===== config.mk =====
export PLATFORM = sky130hd
export DESIGN_NAME = mem_port_arbiter
export DESIGN_NICKNAME = d
export VERILOG_FILES = /design/src/rtl/mem_port_arbiter.sv
export SDC_FILE = /design/constraint.sdc
export NUM_CORES = 1
export LEC_CHECK = 0
export CAP_MARGIN = 20
export CORE_MARGIN = 5
export CORE_UTILIZATION = 25
export DETAILED_ROUTE_END_ITERATION = 16
export MAX_ROUTING_LAYER = met4
export PLACE_DENSITY = 0.65
export SYNTH_ARGS = -nofsm -noshare
export SYNTH_HDL_FRONTEND = slang
export SYNTH_SLANG_ARGS = --single-unit

===== constraint.sdc =====
create_clock -name i_clk -period 3.1 [get_ports i_clk]
set_input_delay 0.62 -clock i_clk [delete_from_list [all_inputs] [get_ports i_clk]]
set_output_delay 0.62 -clock i_clk [all_outputs]
set_load 0.005 [all_outputs]

===== src/rtl/mem_port_arbiter.sv =====
// Unified memory port arbiter between instruction fetch (IF) and load/store (LS).
// Optional macro ARB_ROUND_ROBIN_EN selects round-robin instead of LS priority with starvation guard.
module mem_port_arbiter #(
  parameter int unsigned STARVE_LIMIT = 4
) (
  input  logic        i_clk,
  input  logic        i_rst_n,
  input  logic        i_if_req,
  input  logic [31:0] i_if_addr,
  output logic        o_if_gnt,
  output logic        o_if_rvalid,
  output logic [31:0] o_if_rdata,
  input  logic        i_ls_req,
  input  logic        i_ls_we,
  input  logic [31:0] i_ls_addr,
  input  logic [31:0] i_ls_wdata,
  input  logic [3:0]  i_ls_be,
  output logic        o_ls_gnt,
  output logic        o_ls_rvalid,
  output logic [31:0] o_ls_rdata,
  output logic        o_mem_req,
  output logic        o_mem_we,
  output logic [31:0] o_mem_addr,
  output logic [31:0] o_mem_wdata,
  output logic [3:0]  o_mem_be,
  input  logic        i_mem_ready,
  input  logic        i_mem_rvalid,
  input  logic [31:0] i_mem_rdata,
  output logic        o_mux_sel
);

  typedef enum logic [1:0] {IDLE, ISSUE, WAIT} state_e;

  state_e      state_q, state_d;
  logic        sel_q, sel_d;
  logic        we_q, we_d;
  logic [31:0] addr_q, addr_d;
  logic [31:0] wdata_q, wdata_d;
  logic [3:0]  be_q, be_d;
  logic        ls_win;

`ifdef ARB_ROUND_ROBIN_EN
  // Reset value 1 makes IF the first winner of a contested arbitration.
  logic last_ls_q, last_ls_d;

  assign ls_win = i_ls_req && (!i_if_req || !last_ls_q);
`else
  localparam logic [3:0] LIMIT = 4'(STARVE_LIMIT);
  logic [3:0] starve_q, starve_d;

  assign ls_win = i_ls_req && (!i_if_req || (starve_q != LIMIT));
`endif

  always_comb begin
    state_d = state_q;
    sel_d   = sel_q;
    we_d    = we_q;
    addr_d  = addr_q;
    wdata_d = wdata_q;
    be_d    = be_q;
`ifdef ARB_ROUND_ROBIN_EN
    last_ls_d = last_ls_q;
`else
    starve_d  = starve_q;
`endif
    unique case (state_q)
      IDLE: begin
`ifndef ARB_ROUND_ROBIN_EN
        // Count only LS wins that kept a pending fetch waiting; anything else resets the guard.
        if (!i_if_req || !ls_win)    starve_d = '0;
        else if (starve_q != LIMIT)  starve_d = starve_q + 4'd1;
`endif
        if (i_if_req || i_ls_req) begin
          state_d = ISSUE;
          sel_d   = ls_win;
`ifdef ARB_ROUND_ROBIN_EN
          last_ls_d = ls_win;
`endif
          if (ls_win) begin
            we_d    = i_ls_we;
            addr_d  = i_ls_addr;
            wdata_d = i_ls_wdata;
            be_d    = i_ls_be;
          end else begin
            we_d    = 1'b0;
            addr_d  = i_if_addr;
            wdata_d = '0;
            be_d    = '1;
          end
        end
      end
      ISSUE: if (i_mem_ready)  state_d = WAIT;
      WAIT:  if (i_mem_rvalid) state_d = IDLE;
      default: state_d = IDLE;
    endcase
  end

  always_ff @(posedge i_clk or negedge i_rst_n) begin
    if (!i_rst_n) begin
      state_q <= IDLE;
      sel_q   <= 1'b0;
      we_q    <= 1'b0;
      addr_q  <= '0;
      wdata_q <= '0;
      be_q    <= '0;
`ifdef ARB_ROUND_ROBIN_EN
      last_ls_q <= 1'b1;
`else
      starve_q  <= '0;
`endif
    end else begin
      state_q <= state_d;
      sel_q   <= sel_d;
      we_q    <= we_d;
      addr_q  <= addr_d;
      wdata_q <= wdata_d;
      be_q    <= be_d;
`ifdef ARB_ROUND_ROBIN_EN
      last_ls_q <= last_ls_d;
`else
      starve_q  <= starve_d;
`endif
    end
  end

  assign o_mem_req   = (state_q == ISSUE);
  assign o_mem_we    = we_q;
  assign o_mem_addr  = addr_q;
  assign o_mem_wdata = wdata_q;
  assign o_mem_be    = be_q;
  assign o_mux_sel   = sel_q;

  assign o_if_gnt    = (state_q == ISSUE) && i_mem_ready && !sel_q;
  assign o_ls_gnt    = (state_q == ISSUE) && i_mem_ready &&  sel_q;
  assign o_if_rvalid = (state_q == WAIT) && i_mem_rvalid && !sel_q;
  assign o_ls_rvalid = (state_q == WAIT) && i_mem_rvalid &&  sel_q;
  assign o_if_rdata  = i_mem_rdata;
  assign o_ls_rdata  = i_mem_rdata;

endmodule


==> results of run 1 <==
[cell type report]
class	count	area (um^2)
repair buffers	192	1920
flip-flops and latches	76	1900
multi-input cells	170	1390
inverters	36	135
clock buffers	10	229
well taps	216	270
fillers	1590	10000
clock inverters	6	113
[worst register-to-register path, stage by stage, from the launching register on]
cell and delay [ns]:
dfrtp_1 0.39, inv_1 0.08, ha_1 0.23, nand4b_2 0.11, and2_2 0.80, o221ai_1 0.26
[cells by family (layout without fill, tap and decap cells)]
logic type / after synthesis / count (layout) / synth area share (%)
mux: 1 / 1 / 0.244
flops: 76 / 76 / 46.3
compound gates: 77 / 77 / 20.4
fa+ha+maj: 2 / 2 / 0.609
buf+inv: 133 / 244 / 19.9
simple gates: 90 / 90 / 12.5
[flip-flops by register name, summed over array words and instances (netlist names)]
signal and cells:
o_mem_addr 32, o_mem_be 4, starve_q 4, o_mem_wdata 32, o_mem_we 1, state_q 2, o_mux_sel 1
[how the worst max path moves through the flow]
stage / end / start / cells after the start
2_1_floorplan: o_mem_addr[10]$_DFFE_PN0P_ / i_ls_req / 7
3_3_place_gp: o_mem_wdata[25]$_DFFE_PN0P_ / i_ls_req / 3
3_5_place_dp: o_mem_addr[1]$_DFFE_PN0P_ / i_ls_req / 3
4_1_cts: o_if_rvalid / i_mem_rvalid / 3
5_1_grt: o_if_gnt / state_q[0]$_DFFE_PN0P_ / 4
6_report: o_if_rvalid / i_mem_rvalid / 3
[power by group through the flow]
stage	combinational (uW)	clock (uW)	sequential [uW]
2_1_floorplan	1370	0	1720
3_3_place_gp	2500	0	1720
3_5_place_dp	2570	0	1730
4_1_cts	2580	1250	1720
5_1_grt	2760	1290	1770
6_report	2530	1220	1720
[layout by cell type, fill, tap and decap left out, types with 2 or more instances in the layout]
master           count
clkdlybuf4s50_1    180
dfrtp_1             76
inv_1               36
nand3_1             34
a22o_1              33
nand4_1             33
o221ai_2            30
buf_4               10
clkbuf_16            9
nand2_1              8
o22a_1               4
o21ai_1              4
bufinv_16            3
and3_1               2
or2_1                2
o221ai_1             2
ha_1                 2
clkinv_4             2
[through the flow]
step                worst slack, ns  instance area, um^2  hold WS, ns
floorplan                      1.39                 4110        0.324
global placement              0.459                 5580        0.476
detailed placement            0.493                 5590        0.478
CTS                           0.638                 5930        0.477
global route                  0.544                 5960        0.206
finish                        0.635                 5960        0.189
[per-layer routing]
| layer | vias to the layer above | routed length, um | share of wire, % | global-route usage, % |
|---|---|---|---|---|
| li1 | 1521 | - | - | - |
| met1 | 1644 | 5600 | 44 | 17.6 |
| met2 | 170 | 5780 | 45 | 19.4 |
| met3 | 50 | 971 | 7.6 | 3.45 |
| met4 | 0 | 437 | 3.4 | 7.28 |
| met5 | - | 0 | 0 | - |
==> results_dict.tcl, run 1 <==
set metrics [dict create \
    status "completed" \
    die_width_um 138 \
    pwr-share-clk_pct 22.3 \
    port_buffers 181 \
    p_comb_share_pct 46.3 \
    max_freq_ghz 0.406 \
    switching_share_pct 32.9 \
    grt_first_pass_wirelength_um 20200 \
    rows 46 \
    rr_worst_depth 5 \
    crit_family "buffers and inverters" \
    cts-root-buf "clkbuf_16" \
    r2r_end "o_mem_addr[1]$_DFFE_PN0P_" \
    clk_latency_ns 0.34 \
    synth_edf_count 0 \
    synth_cell_types 32 \
    cp-end-kind "primary output" \
    cts_tree "built" \
    drv_cap 0 \
    gp_congestion 0.766 \
    place_inst 689 \
    initial_core_util_pct 25.7 \
    ys_seq_elements 76 \
    startpoint_type "input port" \
    post-cts-setup-buffers 0 \
    synth.most_common_cell "dfrtp_1" \
    syn_area_um2 4110 \
    drive_above_1_share_pct 12.4 \
    skew_ns 0.00993 \
    rsz0062_at_grt "no" \
    vias 3385 \
    min_path_type "input port to asynchronous set/reset pin" \
    dpl.hpwl_um 9210 \
    finish.net_count 626 \
    grt_util_all_layers_pct 13.6 \
    vias_per_cell 4.79 \
    antenna_cells 0 \
    cts_resized 0 \
    cts_hold_buf 0 \
    p_total_uw 5470 \
    postSynthCellCount 379 \
    ys_warn_count 0 \
    wire_per_inst_um 18.1 \
    power.density_nw_per_um2 918 \
    crit_required_ns 2.48 \
    grt_pass1_vias 3500 \
    slowest_stage "clkdlybuf4s50_1" \
    syn2layout_area_growth_pct 45.1 \
    cts_max_level 3 \
    crit_top_cell "clkdlybuf4s50_1" \
    clk_path_buf_depth 2 \
    wl_um 12800 \
    peakVddDrop_uv 305 \
    fin_setup_tns_ns 0 \
    fin_util_pct 37.3 \
    slew_violations 0 \
    yosys-top-cells-count "dfrtp_1, buf_4, inv_1" \
    rrSetupSlack_ns 1.08 \
    cpPeakStageDelay_ns 0.53 \
    fin_crit_sh_pct 79.5 \
    synthTopCellsByArea "dfrtp_1, buf_4, o221ai_2, a22o_1, nand4_1" \
    path_buf_inv 2 \
    die_h_um 138 \
    yosysTopAreaCell "dfrtp_1" \
    crit_path_cell_trace "clkdlybuf4s50_1 > nor3b_1 > clkdlybuf4s50_1" \
    ioPinCount 278 \
    power_frac_seq_pct 31.4 \
    path_class "input port to primary output" \
    power_leakage_uw 0.00243 \
    power.internal_uw 3670 \
    p_sw_uw 1800 \
    grt_max_degree 77 \
    yosysTopAreaCellShare_pct 46.3 \
    r2r-start "starve_q[0]$_DFFE_PN0P_" \
    syn_area_per_cell_um2 10.8 \
    min_period_ns 2.47 \
    grt_antenna_before_repair 0 \
    synth_seq_area_share_pct 46.3 \
    drcViolationCount 0 \
    hold_viol_final 0 \
    syn-num-nets 520 \
    grt_overflow 0 \
    cts_made_buffers 9 \
    ant_nets 0 \
    synth_ff_type "dfrtp_1" \
    core_area_um2 16000 \
    relSlewSlack_pct 32.7 \
    numClockSinks 76 \
    clk_pin_slew_worst_paths_ns 0.06 \
    die_area_um2 19100 \
    dr.pass1.iters 4 \
    first_iter_violations 202 \
    synthArstFlopShare_pct 100 \
    worstPathMaxFanout 3 \
    setup_violations 0 \
    cp.arrival_ns 1.85 \
    final_cells 706 \
    tightestPinTransition_ns 1.01 \
]
Note: power is estimated with default switching activity, not from simulation.
==> run 2: changes to the inputs <==
Settings changed: PLACE_DENSITY 0.65 to 0.67.
Clock period 3.1 ns to 2 ns, I/O delays scaled along.
==> results_dict.tcl, run 2 (synthesized netlist as in run 1, its figures left out) <==
set metrics [dict create \
    status "completed" \
    ant_nets 0 \
    vias_per_cell 4.63 \
    rrSetupSlack_ns 0.29 \
    peakVddDrop_uv 520 \
    rows 46 \
    met1_usage_pct 15.0 \
    clk_pin_slew_worst_paths_ns 0.06 \
    most-common-layout-cells "clkdlybuf4s50_1, dfrtp_1, inv_1" \
    finalInstanceArea_um2 6060 \
    fin_setup_tns_ns 0 \
    place_area_um2 5710 \
    die_width_um 138 \
    cp_num_cells 2 \
    gp_congestion 0.822 \
    clk_path_buf_depth 2 \
    slowest_stage "clkdlybuf4s50_1" \
    hold_viol_final 0 \
    worstPathMaxFanout 4 \
    finish.net_count 634 \
    cts_tree "built" \
    crit_required_ns 1.60 \
    cp-end-kind "primary output" \
    startpoint_type "flop" \
    die_h_um 138 \
    clk_latency_ns 0.34 \
    initial_core_util_pct 25.7 \
    p_total_uw 8540 \
    startpoint "state_q[1]$_DFFE_PN0P_" \
    grt_util_all_layers_pct 13.4 \
    cts-root-buf "clkbuf_16" \
    cp-endpoint "o_mem_req" \
    grt_util_met2_pct 21.9 \
    syn2layout_area_growth_pct 47.4 \
    place_inst 697 \
    wl_um 12700 \
    cp.arrival_ns 1.45 \
    grt_overflow 0 \
    min_path_type "flop to flop" \
    slew_violations 0 \
    path_class "flop to primary output" \
    r2r-start "state_q[1]$_DFFE_PN0P_" \
    final_common_cell "clkdlybuf4s50_1" \
    relSlewSlack_pct 60.8 \
    power.density_nw_per_um2 1410 \
    cts_max_level 3 \
    die_area_um2 19100 \
    hold_slack_ns 0.486 \
    crit_family "buffers and inverters" \
    port_buffers 181 \
    wire_per_inst_um 17.8 \
    final_cells 714 \
    r2r_end "o_mem_addr[1]$_DFFE_PN0P_" \
    grt_first_pass_wirelength_um 19900 \
    vias 3309 \
    max_freq_ghz 0.542 \
    skew_ns 0.00602 \
    grt_max_degree 48 \
    min_period_ns 1.85 \
    path_buf_inv 1 \
    numClockSinks 76 \
    tightestPinTransition_ns 0.588 \
    rr_worst_depth 4 \
    drv_cap 0 \
    grt_antenna_before_repair 0 \
    cpPeakStageDelay_ns 0.53 \
    antenna_cells 0 \
    rsz0062_at_grt "no" \
    grt_pass1_vias 3474 \
    setup_violations 0 \
    drcViolationCount 0 \
    grt-busiest-layer "met2" \
    cts_made_buffers 9 \
    power_leakage_uw 0.00250 \
    fin_crit_sh_pct 92.3 \
    drive_above_1_share_pct 14.1 \
    dr.pass1.iters 4 \
    dpl.hpwl_um 9840 \
    core_area_um2 16000 \
    met3_usage_pct 3.83 \
    ioPinCount 278 \
    first_iter_violations 90 \
    crit_path_cell_trace "nor2b_4 > clkdlybuf4s50_1" \
]
[run 2: per-layer routing]
metal	vias up	routed length, um	part of all wire (%)
met4	0	403	3.2
met1	1562	5220	41
met2	162	6240	49
met3	45	846	6.7
li1	1540	-	-
met5	-	0	0
[run 2: layout make-up]
| type | count | area [um^2] |
|---|---|---|
| Sequential cell | 76 | 1900 |
| Inverter | 36 | 135 |
| Multi-Input combinational cell | 170 | 1400 |
| Tap cell | 216 | 270 |
| Clock inverter | 5 | 82.6 |
| Clock buffer | 11 | 253 |
| Timing Repair Buffer | 200 | 2010 |
| Fill cell | 1598 | 9940 |
[run 2: power by group]
part / switching [uW] / total, uW / internal (uW)
clock: 629 / 1790 / 1160
combinational: 1780 / 4130 / 2350
sequential: 386 / 2610 / 2230
[run 2: metrics by stage]
stage / utilization [%] / worst slack [ns]
after global routing: 37.8 / 0.0846
after global placement: 35.7 / -0.0321
after CTS: 37.8 / 0.135
final: 37.8 / 0.154
after floorplan: - / 0.368
after detailed placement: 35.7 / -0.0745
[run 2: how the worst min path moves through the flow]
stage | from | end | slack, ns | cells past startpoint
CTS | o_mem_be[1]$_DFFE_PN0P_ | o_mem_be[1]$_DFFE_PN0P_ | 0.49 | 1
finish | o_mem_be[1]$_DFFE_PN0P_ | o_mem_be[1]$_DFFE_PN0P_ | 0.49 | 1
detailed placement | i_rst_n | o_mem_addr[5]$_DFFE_PN0P_ | 0.36 | 1
global placement | i_rst_n | o_mem_addr[5]$_DFFE_PN0P_ | 0.35 | 1
floorplan | i_rst_n | o_mem_addr[0]$_DFFE_PN0P_ | 0.10 | 0
global route | o_mem_be[1]$_DFFE_PN0P_ | o_mem_be[1]$_DFFE_PN0P_ | 0.50 | 1
[run 2: what timing repair did]
action	in CTS	in global routing
endpoints found under the setup margin	5	0
setup buffers	0	0
hold buffers	1	0
resized for setup	6	0
hold endpoints to repair	29	0
